<file path="src/rtl/calc_ctrl_if.sv">
`default_nettype none
// ============================================================================
// Module      : calc_ctrl_if
// Description : Bundle of the calc_ctrl signal groups. It carries the token
//               input stream, the bus to the external ALU and the result
//               output stream.
//               slave  : view seen by calc_ctrl
//               master : view seen by the environment (token source, ALU,
//                        result consumer)
// Ports       : in_data/in_valid/in_ready       token stream (ready/valid)
//               chain_en, clear                 control inputs
//               alu_a/alu_b/alu_sel             operands and opcode to the ALU
//               alu_out/alu_flag                combinational ALU response
//               res_data/res_flag/res_err       registered result
//               res_valid/res_ready             result handshake
// Revision    : 1.0 - initial release
// ============================================================================
interface calc_ctrl_if;
  logic [7:0] in_data;
  logic       in_valid;
  logic       in_ready;
  logic       chain_en;
  logic       clear;
  logic [7:0] alu_a;
  logic [7:0] alu_b;
  logic [3:0] alu_sel;
  logic [7:0] alu_out;
  logic [3:0] alu_flag;
  logic [7:0] res_data;
  logic [3:0] res_flag;
  logic       res_err;
  logic       res_valid;
  logic       res_ready;

  modport slave (
    input  in_data, in_valid, chain_en, clear, alu_out, alu_flag, res_ready,
    output in_ready, alu_a, alu_b, alu_sel, res_data, res_flag, res_err, res_valid
  );

  modport master (
    output in_data, in_valid, chain_en, clear, alu_out, alu_flag, res_ready,
    input  in_ready, alu_a, alu_b, alu_sel, res_data, res_flag, res_err, res_valid
  );
endinterface
`default_nettype wire

</file>
<file path="src/rtl/calc_ctrl.sv">
`default_nettype none
// ============================================================================
// Module      : calc_ctrl
// Description : Sequencer for an external combinational ALU. It collects
//               operand A, operand B and an opcode from a ready/valid token
//               stream, runs a single EXEC cycle and captures the ALU result
//               and flags. The result is held until the consumer accepts it.
//               On handoff the result can optionally be chained back in as
//               the next operand A.
// Ports       : clk    - single clock, rising edge
//               rst_n  - asynchronous active-low reset
//               bus    - calc_ctrl_if.slave (token, ALU and result groups)
// Parameters  : OP_MAX - highest legal opcode; larger opcodes return an error
// Revision    : 1.0 - initial release
// ============================================================================
module calc_ctrl #(
  parameter logic [3:0] OP_MAX = 4'hB
) (
  input  wire logic     clk,
  input  wire logic     rst_n,
  calc_ctrl_if.slave    bus
);

  typedef enum logic [2:0] {
    LOAD_A  = 3'd0,
    LOAD_B  = 3'd1,
    LOAD_OP = 3'd2,
    EXEC    = 3'd3,
    DONE    = 3'd4
  } state_t;

  state_t     state_q;
  logic [7:0] a_q;
  logic [7:0] b_q;
  logic [3:0] op_q;
  logic [7:0] res_data_q;
  logic [3:0] res_flag_q;
  logic       res_err_q;
  logic       res_valid_q;

  logic       w_illegal;
  logic       w_in_ready;

  assign w_illegal  = (op_q > OP_MAX);
  // Ready depends only on state, so it is also valid while reset is held.
  assign w_in_ready = (state_q == LOAD_A) || (state_q == LOAD_B) || (state_q == LOAD_OP);

  always_ff @(posedge clk or negedge rst_n) begin
    if (!rst_n) begin
      state_q     <= LOAD_A;
      a_q         <= 8'h00;
      b_q         <= 8'h00;
      op_q        <= 4'h0;
      res_data_q  <= 8'h00;
      res_flag_q  <= 4'h0;
      res_err_q   <= 1'b0;
      res_valid_q <= 1'b0;
    end else if (bus.clear) begin
      // Abort takes priority over any token transfer or result handoff.
      // The result data and flags keep their values.
      state_q     <= LOAD_A;
      a_q         <= 8'h00;
      b_q         <= 8'h00;
      op_q        <= 4'h0;
      res_err_q   <= 1'b0;
      res_valid_q <= 1'b0;
    end else begin
      case (state_q)
        LOAD_A: begin
          if (bus.in_valid) begin
            a_q     <= bus.in_data;
            state_q <= LOAD_B;
          end
        end
        LOAD_B: begin
          if (bus.in_valid) begin
            b_q     <= bus.in_data;
            state_q <= LOAD_OP;
          end
        end
        LOAD_OP: begin
          if (bus.in_valid) begin
            op_q    <= bus.in_data[3:0];
            state_q <= EXEC;
          end
        end
        EXEC: begin
          // An illegal opcode produces a zeroed result and ignores the ALU output.
          if (w_illegal) begin
            res_data_q <= 8'h00;
            res_flag_q <= 4'h0;
            res_err_q  <= 1'b1;
          end else begin
            res_data_q <= bus.alu_out;
            res_flag_q <= bus.alu_flag;
            res_err_q  <= 1'b0;
          end
          res_valid_q <= 1'b1;
          state_q     <= DONE;
        end
        DONE: begin
          if (bus.res_ready) begin
            res_valid_q <= 1'b0;
            // An error result is never chained into the next operation.
            if (bus.chain_en && !res_err_q) begin
              a_q     <= res_data_q;
              state_q <= LOAD_B;
            end else begin
              state_q <= LOAD_A;
            end
          end
        end
        default: begin
          state_q <= LOAD_A;
        end
      endcase
    end
  end

  assign bus.in_ready  = w_in_ready;
  assign bus.alu_a     = a_q;
  assign bus.alu_b     = b_q;
  assign bus.alu_sel   = op_q;
  assign bus.res_data  = res_data_q;
  assign bus.res_flag  = res_flag_q;
  assign bus.res_err   = res_err_q;
  assign bus.res_valid = res_valid_q;

endmodule
`default_nettype wire

</file>
<file path="src/flat_wrapper.sv">
// flat-port wrapper written by rule: the top's interface ports become plain ports
module calc_ctrl_flat 
#(
  parameter logic [3:0] OP_MAX = 4'hB
)
  (clk, rst_n, bus_in_data, bus_in_valid, bus_chain_en, bus_clear, bus_alu_out, bus_alu_flag, bus_res_ready, bus_in_ready, bus_alu_a, bus_alu_b, bus_alu_sel, bus_res_data, bus_res_flag, bus_res_err, bus_res_valid);
  calc_ctrl_if bus_i ();
  input  wire logic clk;
  input  wire logic rst_n;
  input wire logic [$bits(bus_i.in_data)-1:0] bus_in_data;
  input wire logic [$bits(bus_i.in_valid)-1:0] bus_in_valid;
  input wire logic [$bits(bus_i.chain_en)-1:0] bus_chain_en;
  input wire logic [$bits(bus_i.clear)-1:0] bus_clear;
  input wire logic [$bits(bus_i.alu_out)-1:0] bus_alu_out;
  input wire logic [$bits(bus_i.alu_flag)-1:0] bus_alu_flag;
  input wire logic [$bits(bus_i.res_ready)-1:0] bus_res_ready;
  output wire logic [$bits(bus_i.in_ready)-1:0] bus_in_ready;
  output wire logic [$bits(bus_i.alu_a)-1:0] bus_alu_a;
  output wire logic [$bits(bus_i.alu_b)-1:0] bus_alu_b;
  output wire logic [$bits(bus_i.alu_sel)-1:0] bus_alu_sel;
  output wire logic [$bits(bus_i.res_data)-1:0] bus_res_data;
  output wire logic [$bits(bus_i.res_flag)-1:0] bus_res_flag;
  output wire logic [$bits(bus_i.res_err)-1:0] bus_res_err;
  output wire logic [$bits(bus_i.res_valid)-1:0] bus_res_valid;
  assign bus_i.in_data = bus_in_data;
  assign bus_i.in_valid = bus_in_valid;
  assign bus_i.chain_en = bus_chain_en;
  assign bus_i.clear = bus_clear;
  assign bus_i.alu_out = bus_alu_out;
  assign bus_i.alu_flag = bus_alu_flag;
  assign bus_i.res_ready = bus_res_ready;
  assign bus_in_ready = bus_i.in_ready;
  assign bus_alu_a = bus_i.alu_a;
  assign bus_alu_b = bus_i.alu_b;
  assign bus_alu_sel = bus_i.alu_sel;
  assign bus_res_data = bus_i.res_data;
  assign bus_res_flag = bus_i.res_flag;
  assign bus_res_err = bus_i.res_err;
  assign bus_res_valid = bus_i.res_valid;
  calc_ctrl #(.OP_MAX(OP_MAX)) u_core (.clk(clk), .rst_n(rst_n), .bus(bus_i));
endmodule
</file>
<file path="config.mk">
export PLATFORM = sky130hd
export DESIGN_NAME = calc_ctrl_flat
export DESIGN_NICKNAME = d
export VERILOG_FILES = /design/src/rtl/calc_ctrl_if.sv /design/src/rtl/calc_ctrl.sv /design/src/flat_wrapper.sv
export SDC_FILE = /design/constraint.sdc
export NUM_CORES = 1
export LEC_CHECK = 0
export CAP_MARGIN = 20
export CORE_MARGIN = 2
export CORE_UTILIZATION = 47
export CTS_BUF_LIST = sky130_fd_sc_hd__clkbuf_2
export CTS_CLUSTER_SIZE = 40
export DETAILED_ROUTE_END_ITERATION = 6
export PLACE_DENSITY = 0.92
export SLEW_MARGIN = 20
export SYNTH_ARGS = -nofsm -noshare
export SYNTH_HDL_FRONTEND = slang
export SYNTH_SLANG_ARGS = --single-unit
</file>
<file path="constraint.sdc">
create_clock -name clk -period 1.8 [get_ports clk]
set_input_delay 0.18 -clock clk [delete_from_list [all_inputs] [get_ports clk]]
set_output_delay 0.18 -clock clk [all_outputs]
set_load 0.05 [all_outputs]
</file>
; After elaboration in Yosys (flattened, before gate mapping)
; Cells that the tools add are included.
[totals]
regBits = 37
output_inout_bits = 35
[op_classes]
n_eq_ne = 9
bitwise_logic = 1
n_reduce_logical = 17
muxes = 25
magnitude_cmp = 1
[ops]
columns = cell, count
row1 = 8-bit 2-to-1 mux, 7
row2 = 4-bit 2-to-1 mux, 4
row3 = 8-bit one-hot mux with 2 select lines, 1
row4 = 3-bit 2-to-1 mux, 5
row5 = 3-bit one-hot mux with 5 select lines, 1
row6 = 3-bit != test (second input constant), 4
row7 = 2-bit AND reduction, 4
row8 = 4-bit AND reduction, 2
row9 = 2-bit nonzero test, 4
row10 = 3-bit by 2-bit equality test with 1-bit output (second input constant), 2
row11 = 1-bit 2-to-1 mux, 6
row12 = 3-bit nonzero test, 2
row13 = 4-bit greater-than comparator (second input constant), 1
row14 = 3-bit by 1-bit equality test with 1-bit output (second input constant), 1
row15 = 3-bit equality test (second input constant), 1
row16 = 3-bit zero test, 1
row17 = 3-bit by 2-bit != test with 1-bit output (second input constant), 1
row18 = 1-bit logical OR, 2
row19 = 1-bit one-hot mux with 2 select lines, 1
row20 = 1-bit logical AND, 1
row21 = 1-bit zero test, 1
row22 = 1-bit NOT, 1

; Depth between registers and ports, before layout
; Gate-level depths: netlist of run 1.
[depth]
ltp_word = 6
mapped_depth = 5
mapped_depth_nobuf = 3

; Worst setup path before layout of run 1
; No wires, ideal clock.
[synth_path]
path_type = flip-flop to output port
startpoint = register u_core.state_q[2]
endpoint = output port bus_in_ready
path_slack_ns = 0.240
t_arrival_ns = 1.380
path_stages_with_launch = 4
path_cell_list = dfrtp_1 -> buf_6 -> buf_12 -> a21oi_1
[synth_via]
elab_chain_len = 3
elab_cells_between_ends = 5
[synth_lines]
columns = element, line_no
row1 = from (decl), calc_ctrl.sv:32  ; state_t state_q;
row2 = from (signal assigned), calc_ctrl.sv:50  ; state_q <= LOAD_A;
row3 = from (signal assigned), calc_ctrl.sv:61  ; state_q <= LOAD_A;
row4 = from (signal assigned), calc_ctrl.sv:72  ; state_q <= LOAD_B;
row5 = 3-bit by 1-bit equality test with 1-bit output / 3-bit zero test (equally long branches), calc_ctrl.sv:46  ; assign w_in_ready = (state_q == LOAD_A) || (state_q == LOAD_B) || (state_q == LOAD_OP);
row6 = 1-bit logical OR, calc_ctrl.sv:46
row7 = 1-bit logical OR *, calc_ctrl.sv:46
row8 = to (decl), flat_wrapper.sv:17  ; output wire logic [$bits(bus_i.in_ready)-1:0] bus_in_ready;
; Every way passes the cells marked *; elsewhere a longest branch is shown, timed or not.

; Worst setup path after layout of run 1
[layout_path]
startpoint = register u_core.a_q[4], in the netlist u_core.bus.alu_a[4]
endpoint = output port bus_alu_a[4]
[layout_lines]
columns = element, line_no
row1 = from (decl), calc_ctrl.sv:33  ; logic [7:0] a_q;
row2 = from (signal assigned), calc_ctrl.sv:71  ; a_q <= bus.in_data;
row3 = from (signal assigned), calc_ctrl.sv:106  ; a_q <= res_data_q;
row4 = to (decl), flat_wrapper.sv:18  ; output wire logic [$bits(bus_i.alu_a)-1:0] bus_alu_a;
; No word-level cell between the ends.

==> results.yml, run 1 <==
pwr:
  irDropWorstVdd_v: 0.0004704
  power_density_nw_per_um2: 818.7
  p_leak_nw: 1.467
sta:
  maxSlewViolCount: 0
  finClkSkew_ns: 0.009687
  hold_viol: 0
  rsz0062_at_grt: "false"
  tightest_slew_ns: 0.7964
  fin_crit_sh_pct: 95.72
  finalSetupTns_ns: 0
  clock.fmax_ghz: 0.5804
  setup_viol: 0
  relSlewSlack_pct: 46.91
  post-route-min-period_ns: 1.723
global_routing:
  antenna_found_initial: 0
  grt_max_degree: 38
  grt-ovfl-total: 0
  grt_pass1_vias: 1457
  grt_pass1_wl_um: 6886
  grt_usage_pct: 21.53
finish:
  syn_to_final_growth_pct: 38.45
  finalNetCount: 253
  drive_gt1_share_pct: 12.28
  final_cell_area_sq_um: 2474
  num_antenna_cells: 0
yosys:
  synth_top_area_share_pct: 51.82
  post_synth.cell_area_avg_sq_um: 10.51
  yosysTopAreaCell: "dfrtp_1"
  ys_seq_area_share_pct: 51.82
  post-synth-top-count-cell: "dfrtp_1"
  synth_top_flop_cell: "dfrtp_1"
  synthCells: 170
  synth_area_sq_um: 1787
  yosys_warnings: 0
  synthesis.nets: 196
  synth_edf_count: 0
  synth_area_leaders: "dfrtp_1 (52%), a211oi_1 (7.1%), mux2i_1 (6.7%)"
  synth_cell_type_count: 30
  ys_seq_elements: 37
  yosys-top-cells-count: "dfrtp_1 (37), nand2_1 (26), a211oi_1 (17)"
  async_flop_share_pct: 100.0
hold_path:
  hp-class: "in -> reg"
  min_from: "bus_alu_flag[2]"
critical_path:
  crit_path_max_incr_delay_ns: 0.80
  cp_num_buf_inv: 1
  end_kind: "primary output"
  crit_fanout: 2
  crit_slowest_cell: "clkdlybuf4s50_1"
  path_delay_family: "buffers and inverters"
  reg2reg_from: "u_core.state_q[2]"
  cp-start-kind: "flop"
  cp.required_ns: 1.62
  worstPathArrival_ns: 1.54
  startpoint: "u_core.bus.alu_a[4]"
  path_class: "reg -> out"
  crit_chain: "clkdlybuf4s50_1"
placement:
  routabilityCongestion: 0.8210
  hpwl_um: 3076
  post_dp_cell_area_sq_um: 2375
  portBuffers: 60
route:
  vias: 1478
  wl_um: 4245
  ant_nets: 0
  wl_per_cell_um: 15.38
  viasPerCell: 5.355
  post-route-drc-count: 0
  drtIter0Drc: 26
  first_pass_iters: 5
cts:
  htreeDepth: 2
  clock-root-buffer: "clkbuf_2"
  cts_buffers: 5
  cts.sinks: 37
  ctsLongestPathBuffers: 2
  cts_setup_buffers: 0
  cts_tree: "yes"
  cts.clk_slew.worst_paths_ns: 0.16
  clk_latency_ns: 0.38
floorplan:
  coreArea_sq_um: 3661
  ios: 61
  die-width_um: 65.66
  die_y_um: 65.66
  die_area_sq_um: 4311
  start_util_pct: 48.80
  rows: 22
run:
  maxCapViolCount: 0
run_status:
  status: "finished, final reports clean"
-- path summary, 6_finish.rpt --
path	endpoint	cells past startpoint	slack (ns)
max	bus_alu_a[4]	1	0.08
min	u_core.bus.res_flag[2]	3	0.33
max reg2reg	u_core.bus.alu_a[1]	4	0.16
min reg2reg	u_core.bus.res_flag[3]	2	0.50
max in group asynchronous	u_core.bus.alu_b[1]	2	0.90
min in group asynchronous	u_core.bus.alu_a[0]	2	0.40
-- cell type report --
cell class	instances	area, sq um
repair buffers	64	686.9
fillers	288	1187
clock buffers	8	40.04
inverters	9	33.78
well taps	48	60.06
flip-flops and latches	37	925.9
multi-input cells	110	726.9
-- metrics by stage --
| step | util (%) | power, mW | worst slack (ns) | hold slack (ns) | std cells |
|---|---|---|---|---|---|
| floorplan | - | 1.418 | 0.2400 | -0.1156 | 170 |
| global placement | 64.87 | 1.680 | 0.2055 | 0.3062 | 267 |
| detailed placement | 64.87 | 1.695 | 0.1724 | 0.3110 | 267 |
| CTS | 65.93 | 2.049 | 0.0008720 | 0.3009 | 276 |
| global route | 67.57 | 2.132 | 0.007376 | 0.3152 | 276 |
| finish | 67.57 | 2.025 | 0.07704 | 0.3260 | 276 |
-- placed cells by master, fill, tap and decap left out, drive strengths merged, types with 2 or more instances in the layout --
cell type,count
buf,5
dfrtp,37
dlygate4sd2,9
or4b,2
nand2b,2
a21oi,6
and4bb,2
nor2,12
a211oi,17
nand3b,3
mux2i,12
clkbuf,8
mux2,8
or2,2
clkdlybuf4s50,25
inv,9
o21ai,12
dlymetal6s2s,24
nand2,26
-- report_power, final --
part	leakage [nW]	internal [mW]	total (mW)	switching [mW]
Sequential	0.499	0.915	0.978	0.0632
Combinational	0.934	0.230	0.674	0.444
Clock	0.0332	0.115	0.373	0.259
Total	1.47	1.26	2.03	0.765
-- sequential cells by signal, indices dropped and copies added, names as in the netlist --
name                  cells
u_core.bus.res_data       8
u_core.bus.alu_b          8
u_core.bus.res_flag       4
u_core.bus.res_valid      1
u_core.bus.alu_sel        4
u_core.state_q            3
u_core.bus.alu_a          8
u_core.bus.res_err        1
-- layer usage --
metal / vias to the layer above / share of wire, % / track usage [%] / routed length (um)
li1: 706 / - / - / -
met1: 700 / 42 / 26.82 / 1774
met2: 62 / 50 / 35.98 / 2107
met3: 10 / 6.8 / 5.993 / 288
met4: 0 / 1.7 / 7.031 / 74
met5: - / 0 / 0 / 0
-- kinds of logic after synthesis --
| logic type | synth area share (%) |
|---|---|
| flip-flops | 51.82 |
| buffers and inverters | 7.492 |
| multiplexers | 11.77 |
| AO/OA/AOI/OAI | 13.45 |
| AND/OR/NAND/NOR | 15.48 |
-- what timing repair did --
item | 4_1_cts | 5_1_grt
endpoints found under the hold margin | 37 | 0
hold buffers | 1 | 0
endpoints found under the setup margin | 9 | 24
resized for setup | 9 | 24
cloned | 0 | 0
Power figures use the tool's default switching activity.
==> run 2: changes to the inputs <==
clock period = 1.85 ns   (was 1.8 ns; I/O delays follow)
==> results.yml, run 2 (synthesis gave the netlist of run 1 again) <==
run_status:
  status: "finished, final reports clean"
pwr:
  irDropWorstVdd_v: 0.0004162
  total_power_mw: 1.970
  power_density_nw_per_um2: 798.8
  p_leak_nw: 1.345
cts:
  ctsLongestPathBuffers: 2
  cts.clk_slew.worst_paths_ns: 0.18
  cts_tree: "yes"
  clk_latency_ns: 0.40
  clock-root-buffer: "clkbuf_2"
  htreeDepth: 2
  cts.sinks: 37
  cts_buffers: 5
finish:
  mostFrequentLayoutCells: "clkdlybuf4s50_1 (39), dfrtp_1 (37), nand2_1 (26)"
  drive_gt1_share_pct: 11.45
  finalNonFillerCells: 275
  num_antenna_cells: 0
  finalNetCount: 253
  final_cell_area_sq_um: 2466
  final_common_cell: "clkdlybuf4s50_1"
  syn_to_final_growth_pct: 38.03
floorplan:
  coreArea_sq_um: 3661
  rows: 22
  die-width_um: 65.66
  die_area_sq_um: 4311
  ios: 61
  start_util_pct: 48.80
  die_y_um: 65.66
route:
  viasPerCell: 5.167
  wl_um: 4096
  wl_per_cell_um: 14.89
  post-route-drc-count: 0
  vias: 1421
  drtIter0Drc: 100
  ant_nets: 0
  first_pass_iters: 4
sta:
  finalSetupTns_ns: 0
  clock.fmax_ghz: 0.5619
  relSlewSlack_pct: 46.36
  tightest_slew_ns: 0.8047
  maxSlewViolCount: 0
  hold_viol: 0
  fin_crit_sh_pct: 96.19
  rsz0062_at_grt: "false"
  setup_ws_ns: 0.07043
  setup_viol: 0
  post-route-min-period_ns: 1.780
  finClkSkew_ns: 0.01715
critical_path:
  end_kind: "primary output"
  crit_path_max_incr_delay_ns: 0.80
  crit_fanout: 2
  path_depth: 1
  r2r_cells: 4
  cp-start-kind: "flop"
  cp_num_buf_inv: 1
  path_delay_family: "buffers and inverters"
  cp.required_ns: 1.66
  crit_slowest_cell: "clkdlybuf4s50_1"
  worstPathArrival_ns: 1.59
  path_class: "reg -> out"
  crit_chain: "clkdlybuf4s50_1"
placement:
  portBuffers: 60
  post_dp_cell_area_sq_um: 2375
  hpwl_um: 2975
  routabilityCongestion: 0.8190
  place_ws_ns: 0.1937
  place_inst: 267
global_routing:
  grt_usage_pct: 21.48
  grt-ovfl-total: 0
  grt_max_degree: 38
  antenna_found_initial: 0
  grt_pass1_vias: 1415
  grt_pass1_wl_um: 6858
run:
  maxCapViolCount: 0
hold_path:
  hold_depth: 3
  hp-class: "in -> reg"
run 2: power by group:
part / switching (mW) / total, mW / internal (mW) / leakage (nW)
Combinational: 0.431 / 0.674 / 0.243 / 0.820
Clock: 0.257 / 0.345 / 0.0880 / 0.0265
Sequential: 0.0609 / 0.951 / 0.890 / 0.499
run 2: metal layers:
| metal | vias to the layer above | track usage, % | part of all wire [%] |
|---|---|---|---|
| met5 | - | 0 | 0 |
| met4 | 0 | 8.333 | 1.5 |
| met3 | 6 | 6.336 | 4.6 |
| met2 | 36 | 34.34 | 49 |
| met1 | 680 | 27.38 | 45 |
| li1 | 699 | - | - |
run 2: per-stage QoR:
step	util, %	hold slack [ns]
6_report	67.36	0.3041
2_1_floorplan	-	-0.1106
5_1_grt	67.36	0.2973
3_3_place_gp	64.87	0.3140
3_5_place_dp	64.87	0.3093
4_1_cts	66.06	0.3048
run 2: timing repair:
action / CTS / global route
gates resized for setup: 0 / 19
setup endpoints to repair: 0 / 19
endpoints found under the hold margin: 37 / 0
buffers inserted: 0 / 0
hold buffers: 1 / 0
run 2: final timing paths:
kind                                              from                      to  slack [ns]
worst min register to register  u_core.bus.res_flag[3]  u_core.bus.res_flag[3]        0.50
worst min-delay path                    bus_alu_out[4]  u_core.bus.res_data[4]        0.30
max in group asynchronous                        rst_n  u_core.bus.res_flag[1]        0.95
min in group asynchronous                        rst_n     u_core.bus.alu_a[7]        0.38
worst max register to register       u_core.state_q[2]     u_core.bus.alu_a[1]        0.25
worst max-delay path               u_core.bus.alu_a[1]            bus_alu_a[1]        0.07
run 2: area by class of cell:
class	count	area (sq um)
multi-input cells	110	726.9
inverters	9	33.78
clock buffers	6	30.03
well taps	48	60.06
clock inverters	1	3.754
fillers	286	1195
flip-flops and latches	37	925.9
repair buffers	64	685.7
==> run 3: changes to the inputs <==
CAP_MARGIN = default   (was 20)
CTS_CLUSTER_SIZE = default   (was 40)
GPL_TIMING_DRIVEN = 1   (was default)
==> results of run 3 <==
Same layout as run 2: the final DEF is identical, and so are final timing and power.
